===== src/rtl/counter_pkg.sv =====
// Shared types and helpers for the counter family.
package counter_pkg;

    localparam int unsigned COUNTER_DEFAULT_WIDTH = 4;

    typedef enum logic {
        UP   = 1'b0,
        DOWN = 1'b1
    } count_dir_e;

    // Next value of a counter that wraps between 0 and max in either direction.
    function automatic logic [31:0] next_count(
        input logic [31:0] count,
        input count_dir_e  dir,
        input logic [31:0] max
    );
        logic [31:0] nxt;
        if (dir == UP) begin
            nxt = (count == max) ? '0 : count + 32'd1;
        end else begin
            nxt = (count == '0) ? max : count - 32'd1;
        end
        return nxt;
    endfunction

endpackage


===== src/rtl/counter_tc_detect.sv =====
// Terminal-count comparator: flags the count value at which the next step wraps.
module counter_tc_detect
    import counter_pkg::*;
#(
    parameter int unsigned          WIDTH     = COUNTER_DEFAULT_WIDTH,
    parameter logic [WIDTH-1:0]     MAX_VALUE = '1
) (
    input  logic [WIDTH-1:0] count,
    input  logic             down,
    output logic             tc,
    output logic             wrap_cond
);

    logic at_max;
    logic at_zero;

    // Terminal value depends on direction; a step taken from it wraps.
    always_comb begin
        at_max    = (count == MAX_VALUE);
        at_zero   = (count == '0);
        tc        = down ? at_zero : at_max;
        wrap_cond = tc;
    end

endmodule


===== src/rtl/enable_counter.sv =====
// Up/down counter with enable, synchronous clear, terminal count and wrap pulse.
// Optional parallel load compiled in with COUNTER_LOAD_EN.
module enable_counter
    import counter_pkg::*;
#(
    parameter int unsigned          WIDTH     = COUNTER_DEFAULT_WIDTH,
    parameter logic [WIDTH-1:0]     MAX_VALUE = '1
) (
    input  logic             clk,
    input  logic             reset,
    input  logic             enable,
    input  logic             clear,
    input  logic             down,
`ifdef COUNTER_LOAD_EN
    input  logic             load,
    input  logic [WIDTH-1:0] load_value,
`endif
    output logic [WIDTH-1:0] count,
    output logic             tc,
    output logic             wrap
);

    count_dir_e       dir;
    logic             wrap_cond;
    logic [WIDTH-1:0] count_nxt;
    logic             wrap_nxt;

    counter_tc_detect #(
        .WIDTH     (WIDTH),
        .MAX_VALUE (MAX_VALUE)
    ) u_tc_detect (
        .count     (count),
        .down      (down),
        .tc        (tc),
        .wrap_cond (wrap_cond)
    );

    // Priority: clear, then load (if present), then enabled step, else hold.
    always_comb begin
        dir       = down ? DOWN : UP;
        count_nxt = count;
        wrap_nxt  = 1'b0;
        if (clear) begin
            count_nxt = '0;
        end
`ifdef COUNTER_LOAD_EN
        else if (load) begin
            count_nxt = (load_value > MAX_VALUE) ? MAX_VALUE : load_value;
        end
`endif
        else if (enable) begin
            count_nxt = WIDTH'(next_count(32'(count), dir, 32'(MAX_VALUE)));
            wrap_nxt  = wrap_cond;
        end
    end

    // Count and wrap-pulse registers, cleared asynchronously by reset.
    always_ff @(posedge clk or negedge reset) begin
        if (!reset) begin
            count <= '0;
            wrap  <= 1'b0;
        end else begin
            count <= count_nxt;
            wrap  <= wrap_nxt;
        end
    end

endmodule


===== config.mk =====
export PLATFORM = sky130hd
export DESIGN_NAME = enable_counter
export DESIGN_NICKNAME = d
export VERILOG_FILES = /design/src/rtl/counter_pkg.sv /design/src/rtl/counter_tc_detect.sv /design/src/rtl/enable_counter.sv
export SDC_FILE = /design/constraint.sdc
export NUM_CORES = 1
export LEC_CHECK = 0
export ABC_CLOCK_PERIOD_IN_PS = 1700
export BUFFER_PORTS_ARGS = -buffer_cell sky130_fd_sc_hd__buf_2
export CAP_MARGIN = 20
export CORE_AREA = 2 2 39 41
export DETAILED_ROUTE_END_ITERATION = 8
export DIE_AREA = 0 0 41 43
export HOLD_SLACK_MARGIN = 0.05
export SETUP_SLACK_MARGIN = 0.5
export SYNTH_ARGS = -nofsm -noshare
export SYNTH_HDL_FRONTEND = slang
export SYNTH_SLANG_ARGS = --single-unit
export TNS_END_PERCENT = 5

===== constraint.sdc =====
create_clock -name clk -period 1.7 [get_ports clk]
set_input_delay 0.085 -clock clk [delete_from_list [all_inputs] [get_ports clk]]
set_output_delay 0.085 -clock clk [all_outputs]
set_load 0.02 [all_outputs]

== After elaboration in Yosys (flattened, before gate mapping) ==
Cells that the tools add are included.

* Bits in registers: 5
* Bits of input ports: 5
* Output and inout bits: 6
* Word-level logic and storage cells: 16

* Add/sub/neg operators: 2
* Eq/ne operators: 1
* Multiplexer cells: 9
* Reductions and logical operators: 2

{| class="wikitable"
|+ Operator list
! operator !! count
|-
| two-way mux 4 bit || 5
|-
| adder 4 x 1 -> 4 bit (second input constant) || 1
|-
| == test 4 bit (second input constant) || 1
|-
| logical NOT 4 bit || 1
|-
| two-way mux 1 bit || 4
|-
| subtractor 4 x 1 -> 4 bit (second input constant) || 1
|-
| nonzero test 2 bit || 1
|}

== Logic depth before layout (Yosys ltp) ==
Gate-level depths: netlist of run 1.

* Depth in word-level cells: 5
* Gate-level depth with buffers: 6
* Mapped depth without buffers: 6

== By module ==
A second synthesis of run 1 with hierarchy kept.

* Cells, all modules: 41
* Area total of the unflattened synthesis: 366.6 um^2

{| class="wikitable"
|+ By module, submodules not included
! module !! times used !! cells each !! area each (um^2) !! seq. area each (um^2)
|-
| enable_counter || 1 || 37 || 335.3 || 125.1
|-
| counter_tc_detect || 1 || 4 || 31.3 || 0.0
|}

== Least setup slack after synthesis of run 1 ==
OpenSTA, ideal clock, no wires.

* Path type: register -> register
* From: register count[0]
* To: register wrap
* Library setup time: 0.068 ns
* Data arrival time: 1.468 ns
* Data required time: 1.632 ns
* Slack: 0.165 ns
* Cell stages (with the launch flop): 6
* Buffers on the path: 0
* Period minus slack after synthesis: 1.535 ns
* Path through: dfrtp_1 inv_1 ha_1 nand2_1 o31ai_2 and3b_1

* Longest elaborated chain between the ends: 4
* Elaborated cells on any way between the ends: 5
* Those cells by class: 1 x eq/ne; 3 x mux; 1 x reduce/logical

{| class="wikitable"
|+ Ends and longest elaborated chain
! element !! RTL line !! text
|-
| from (decl) || enable_counter.sv:18 || <nowiki>output logic [WIDTH-1:0] count,</nowiki>
|-
| from (signal assigned) || enable_counter.sv:63 || <nowiki>count <= count_nxt;</nowiki>
|-
| == test 4 bit or logical NOT 4 bit (tied branches) || counter_tc_detect.sv:19, counter_tc_detect.sv:20 ||
|-
| two-way mux 1 bit (*) || counter_tc_detect.sv:21 || <nowiki>tc = down ? at_zero : at_max;</nowiki>
|-
| via tc || enable_counter.sv:19 || <nowiki>output logic tc,</nowiki>
|-
| two-way mux 1 bit (*) || enable_counter.sv:51 || <nowiki>else if (enable) begin</nowiki>
|-
| two-way mux 1 bit (*) || enable_counter.sv:43 || <nowiki>if (clear) begin</nowiki>
|-
| via wrap_nxt || enable_counter.sv:26 || <nowiki>logic wrap_nxt;</nowiki>
|-
| to (signal assigned) || enable_counter.sv:64 || <nowiki>wrap <= wrap_nxt;</nowiki>
|-
| to (decl) || enable_counter.sv:20 || <nowiki>output logic wrap</nowiki>
|}

Mark *: on every way through the listed nets, which the timed path passes. The rest lies on a longest branch.
A chain may end at the register's enable or synchronous reset.

== Final worst setup path of run 1 ==
* From: register count[1]
* To: output tc

* Longest elaborated chain between the ends: 2
* Elaborated cells on any way between the ends: 3
* Those cells by class: 1 x eq/ne; 1 x mux; 1 x reduce/logical

{| class="wikitable"
|+ Ends and longest elaborated chain
! element !! RTL line
|-
| == test 4 bit or logical NOT 4 bit (tied branches) || counter_tc_detect.sv:19, counter_tc_detect.sv:20
|-
| two-way mux 1 bit (*) || counter_tc_detect.sv:21
|-
| to (decl) || enable_counter.sv:19
|}

Every way passes the cells marked *; elsewhere a longest branch is shown, timed or not.

==> results of run 1 <==
stage by stage:
step	cell area (um2)	util (%)
final	561	40.5
after global routing	561	40.5
after CTS	553	40.0
after detailed placement	457	33.0
after global placement	457	33.0
after floorplan	405	-
cell usage after synthesis:
library cell / instances
a21oi_1: 6
dfrtp_1: 5
nor2_1: 5
inv_1: 3
ha_1: 2
nand4b_1: 2
o21ai_0: 2
xnor2_1: 2
a211oi_1: 1
and2_4: 1
and3b_1: 1
buf_4: 1
buf_6: 1
nand2_1: 1
nand2b_1: 1
nand3_1: 1
nand4_1: 1
nor2b_4: 1
nor3_1: 1
o2111ai_1: 1
o21a_1: 1
o21ai_2: 1
o31ai_2: 1
repair_timing:
item	4_1_cts	5_1_grt
hold buffers	2	0
hold endpoints to repair	6	0
buffers inserted	5	1
pin swaps	1	0
gates resized for setup	3	0
setup endpoints to repair	5	5
logic make-up (layout without fill, tap and decap cells):
logic type | after synthesis | in the layout
AOI/OAI and AO/OA | 13 | 13
DFF | 5 | 5
and+or+nand+nor | 15 | 15
adders and majority gates | 2 | 2
buffers and inverters | 5 | 25
xor gates and xnor gates | 2 | 2
layout make-up:
class                   count  area, um2
repair buffers             18        121
multi-input cells          32        253
flip-flops and latches      5        128
clock buffers               3       22.5
fillers                   144        823
clock inverters             1       5.00
inverters                   3       11.3
well taps                  16       20.0
metal layers:
| layer | share of wire (%) | wire, um |
|---|---|---|
| met3 | 5.7 | 51 |
| met4 | 4.3 | 38 |
| met2 | 48 | 424 |
| met5 | 0 | 0 |
| met1 | 42 | 377 |
how the worst max path moves through the flow:
stage	end	cells after the start
finish	tc	5
global route	tc	5
CTS	tc	5
detailed placement	tc	5
global placement	tc	5
floorplan	wrap$_DFF_PN0_	5
flip-flops by register name, indices dropped and copies added, names as in the netlist:
name,cells
count,4
wrap,1
power breakdown:
group | switching (W) | total, W | internal (W)
clock | 0.0000568 | 0.000142 | 0.0000856
sequential | 0.0000182 | 0.000149 | 0.000131
combinational | 0.0000822 | 0.000166 | 0.0000834
total | 0.000157 | 0.000457 | 0.000300
==> metrics.csv, run 1 <==
metric,value,unit
# setup viols final,0,
area delta synth->final,48.8,%
layout cells sized above 1,51.6,%
adder-cell area share of the yosys netlist,6.64,%
"leading cell type in the layout, fill and taps excluded",buf_2,
clk_lat worst skew,0.25,ns
Worst Reg-to-Reg Cells,6,
most frequent cells in the layout,"buf_2 (9), a21oi_1 (6), buf_4 (6)",
Worst-Margin Slew,0.321,ns
Final min period,1.40,ns
Yosys top cell area share,33.2,%
Pins Over Slew Limit,0,
Clock Sinks,5,
RSZ-0062 raised after global routing,yes,
PwrDens,815,nW/um2
"critical path, cell by cell",ha_2 > nor2b_4 > nand3_2 > o31ai_4 > buf_6,
global route overflow,0,
crit path launch type,flip-flop,
grt met2 use,18.8,%
Total GRT Usage,13.6,%
complex-gate fraction of the synthesized area,22.6,%
P_leak,0.250,nW
reg2reg end,count[2]$_DFFE_PN0P_,
CP required,1.62,ns
Final Instance Count excl. Fillers,78,
die width,41,um
leading post-synthesis cells by cell area,"dfrtp_1 (33%), a21oi_1 (8.0%), ha_1 (6.6%)",
Setup TNS,0,ns
DP HPWL,605,um
Core Region,1380,um2
cell taking the most area after synthesis,dfrtp_1,
setup ws final,0.300,ns
Post-Syn Area,377,um2
Critical Path AT,1.31,ns
library cells used by synthesis,23,
number of synthesized register bits,5,
final RePlAce weighted congestion,0.785,
vias in the first global route,359,
vias per std cell,4.94,
Starting Density,27.2,%
WL/cell,11.4,um
Hold EP,count[1]$_DFFE_PN0P_,
Crit path max-delay family,flip-flops,
Post-Syn Instances,42,
Routed WL,891,um
H-tree depth,1,
CP max FO,3,
R2R setup slack,0.42,ns
worst-path cell with the longest stage delay,dfrtp_2,
initial antenna violation count,0,
syn nets,49,
placed insts,66,
max-cap violations,0,
Die Footprint,1760,um2
Setup crit start,count[1]$_DFFE_PN0P_,
Final Power,0.000457,W
Clock transition at path regs,0.05,ns
GRT met3 Usage,4.71,%
number of buffer and inverter stages on the critical path,1,
FF-to-FF Start,count[0]$_DFFE_PN0P_,
sequential-to-total area share from yosys stat,33.2,%
standard-cell rows,14,
Max VDD drop,0.326,mV
Setup crit end kind,output port,
fin nets,70,
cts bufs inserted,3,
first-pass GRT wire length,1520,um
routed via count,385,
post-synthesis simple-gate area fraction,24.9,%
Hold Slack,0.154,ns
Worst Hold Depth,2,
Yosys warnings,0,
Avg Inst Size Synth,8.97,um2
n_diodes,0,
GRT met1 Usage,15.5,%
DRC violations left,0,
clk root buf,clkbuf_4,
"antenna viol nets, final",0,
Worst Skew,0.00857,ns
Worst Setup Path Type,flip-flop to output port,
Most Crowded Layer GR,met2,
Slew HR,78.6,%
XOR/XNOR Fraction of Synth Area,4.65,%
final hold vios,0,
PortBufs,10,
status,"complete, no violations",
clock tree buffer depth,2,
achievable frequency,0.714,GHz
Critical Path Max Stage Delay,0.38,ns
Detailed Routing Iterations Pass 1,2,
Hold Startpoint,enable,
initial DRC count,3,
largest family of logic cells by synthesized area,simple AND/OR/NAND/NOR gates,
CTS tree,yes,
post-synthesis mux area share,0,%
die height,43,um
largest net degree at the start of global routing,11,
final worst path period share,82.4,%
IO Pins,11,
Min-Delay Path Class,input port to flip-flop,
pre-CTS setup slack,0.403,ns
Note: power is estimated with default switching activity, not from simulation.
==> inputs of run 2 (changes only) <==
--- a/config.mk
+++ b/config.mk
@@ -5,7 +5,8 @@
 export SDC_FILE = /design/constraint.sdc
 export NUM_CORES = 1
 export LEC_CHECK = 0
-export ABC_CLOCK_PERIOD_IN_PS = 1700
+export ABC_AREA = 1
+export ABC_CLOCK_PERIOD_IN_PS = 1170
 export BUFFER_PORTS_ARGS = -buffer_cell sky130_fd_sc_hd__buf_2
 export CAP_MARGIN = 20
 export CORE_AREA = 2 2 39 41
==> constraint.sdc (replaced) <==
create_clock -name clk -period 1.17 [get_ports clk]
set_input_delay 0.0585 -clock clk [delete_from_list [all_inputs] [get_ports clk]]
set_output_delay 0.0585 -clock clk [all_outputs]
set_load 0.02 [all_outputs]
==> run 2 against run 1 <==
  * Worst setup slack got worse by 0.37 ns
  * Clock-buffer cell count increased by 1
  * Final area increased by 4.7%
  * Routed wire length increased by 1.5%
  * Power increased by 49%
  * Combinational power increased by 48%
  * Critical path depth unchanged
  * Clock skew decreased by 0.0042 ns
  * The run now ends with negative setup slack left
  * Utilization increased by 1.9 points
  * Critical endpoint unchanged
  * Highest routed layer unchanged
  * Largest cell class unchanged
  * Non-clock buffer count decreased by 1
==> metrics.csv, run 2 <==
metric,value,unit
PwrDens,1160,nW/um2
number of flip-flops in the largest register,4,
Worst Setup Path Type,flip-flop to output port,
worst-path cell with the longest stage delay,dfrtp_2,
WL/cell,10.6,um
sequential-to-total area share from yosys stat,35.7,%
"Design Area, Final",587,um2
initial antenna violation count,0,
XOR/XNOR Fraction of Synth Area,2.50,%
final hold vios,0,
Critical Path Max Stage Delay,0.46,ns
# setup viols final,3,
standard-cell rows,14,
status,"finished, violations left",
Critical Path AT,1.18,ns
global route overflow,0,
DP Area,448,um2
Setup crit end kind,output port,
most frequent cell after synthesis,nand2_1,
adder-cell area share of the yosys netlist,7.14,%
Die Footprint,1760,um2
CP max FO,5,
CTS tree,yes,
die width,41,um
layout cells sized above 1,52.2,%
initial DRC count,8,
Crit path max-delay family,flip-flops,
fin nets,77,
Post-Syn Area,350,um2
failing checks,negative setup slack,
"leading cell type in the layout, fill and taps excluded",nand2_1,
Worst-Margin Slew,0.206,ns
RSZ-0062 raised after global routing,yes,
"critical path, cell by cell",inv_4 > ha_4 > nand3_4 > nand2_2 > buf_6,
Final min period,1.24,ns
crit path launch type,flip-flop,
Slew HR,86.3,%
number of synthesized flops with an enable pin,0,
Detailed Routing Iterations Pass 1,4,
synth cell count leaders,"nand2_1 (14), dfrtp_1 (5), inv_1 (5), nand3_1 (5), nor2_1 (4)",
H-tree depth,1,
Setup TNS,-0.142,ns
Pins Over Slew Limit,0,
number of synthesized register bits,5,
first-pass GRT wire length,1480,um
most frequent cells in the layout,"nand2_1 (13), buf_4 (7), buf_2 (6)",
Starting Density,25.3,%
Avg Inst Size Synth,7.30,um2
routed via count,386,
Min-Delay Path Class,input port to flip-flop,
Core Region,1380,um2
library cells used by synthesis,16,
cell taking the most area after synthesis,dfrtp_1,
Yosys warnings,0,
achievable frequency,0.805,GHz
CP required,1.11,ns
Post-Syn Instances,48,
DRC violations left,0,
"antenna viol nets, final",0,
Regs by FF count,"count: 4 flops, wrap: 1 flops",
die height,43,um
Worst Skew,0.00438,ns
Clock transition at path regs,0.05,ns
cts bufs inserted,3,
P_leak,0.288,nW
PortBufs,10,
vias per std cell,4.54,
Post-synth ARST share,100,%
max-cap violations,0,
post-synthesis mux area share,0,%
syn nets,55,
final worst path period share,106,%
clk root buf,clkbuf_4,
IO Pins,11,
Routed WL,904,um
final RePlAce weighted congestion,0.850,
dominant synthesized flop cell,dfrtp_1,
setup ws final,-0.0715,ns
pre-CTS setup slack,0.0471,ns
vias in the first global route,358,
complex-gate fraction of the synthesized area,7.50,%
Clock Sinks,5,
Top reg by flops,count,
Total GRT Usage,12.8,%
largest family of logic cells by synthesized area,simple AND/OR/NAND/NOR gates,
Final Instance Count excl. Fillers,85,
Max VDD drop,0.589,mV
clk_lat worst skew,0.25,ns
Final Power,0.000679,W
clock tree buffer depth,2,
post-synthesis simple-gate area fraction,39.6,%
area delta synth->final,67.5,%
Yosys top cell area share,35.7,%
placed insts,74,
leading post-synthesis cells by cell area,"dfrtp_1 (36%), nand2_1 (15%), ha_1 (7.1%)",
largest net degree at the start of global routing,9,
DP HPWL,639,um
number of buffer and inverter stages on the critical path,2,
n_diodes,0,
==> run 2: logic make-up (layout without fill, tap and decap cells) <==
family / Yosys count / count (layout)
simple gates: 28 / 28
compound gates: 5 / 5
flops: 5 / 5
xor+xnor: 1 / 1
buf+inv: 7 / 28
fa+ha+maj: 2 / 2
==> run 2: final cells by class <==
cell class	count	area (um2)
tap	16	20.0
sequential	5	130
timing repair buffer	17	126
fill	142	797
multi-input combinational	36	255
inverter	7	28.8
clock buffer	4	26.3
==> run 2: worst paths after layout <==
check	startpoint	end	slack [ns]	cells after the start
max in group asynchronous	reset	count[3]$_DFFE_PN0P_	0.84	2
max reg2reg	count[0]$_DFFE_PN0P_	count[3]$_DFFE_PN0P_	-0.05	7
min reg2reg	count[1]$_DFFE_PN0P_	count[1]$_DFFE_PN0P_	0.64	2
min in group asynchronous	reset	wrap$_DFF_PN0_	0.17	2
max	count[0]$_DFFE_PN0P_	tc	-0.07	5
min	clear	count[2]$_DFFE_PN0P_	0.06	4
==> run 2: worst reg2reg max path, cell delays in order (launching register included) <==
cell	delay (ns)
dfrtp_2	0.44
inv_4	0.05
ha_4	0.16
buf_4	0.13
a21oi_1	0.13
nand2_1	0.08
nand3_2	0.06
nand2_2	0.05
==> run 2: repair_timing <==
| action | in CTS | in global routing |
|---|---|---|
| gates cloned | 0 | 0 |
| pin swaps | 3 | 4 |
| hold buffers | 1 | 0 |
| buffers inserted | 4 | 2 |
| endpoints found under the setup margin | 11 | 11 |
| resized for setup | 15 | 1 |
| hold endpoints to repair | 5 | 0 |
==> run 2: per-layer routing <==
layer	part of all wire (%)	vias to the layer above	global-route usage (%)	wire, um
met4	1.9	0	6.00	17
li1	-	200	-	-
met1	38	176	13.8	339
met5	0	-	0	0
met2	57	8	20.9	513
met3	3.9	2	4.71	35
==> run 2: where the power goes <==
group / leakage (nW) / switching, W / total (W) / internal [W]
clock network: 0.0150 / 0.0000797 / 0.000209 / 0.000130
logic: 0.212 / 0.000125 / 0.000245 / 0.000121
registers: 0.0609 / 0.0000339 / 0.000225 / 0.000191
==> run 2: metrics by stage <==
step	utilization [%]	hold WS [ns]
2_1_floorplan	-	-0.237
3_3_place_gp	32.4	-0.118
3_5_place_dp	32.4	-0.115
4_1_cts	41.0	0.0579
5_1_grt	42.4	0.0866
6_report	42.4	0.0580
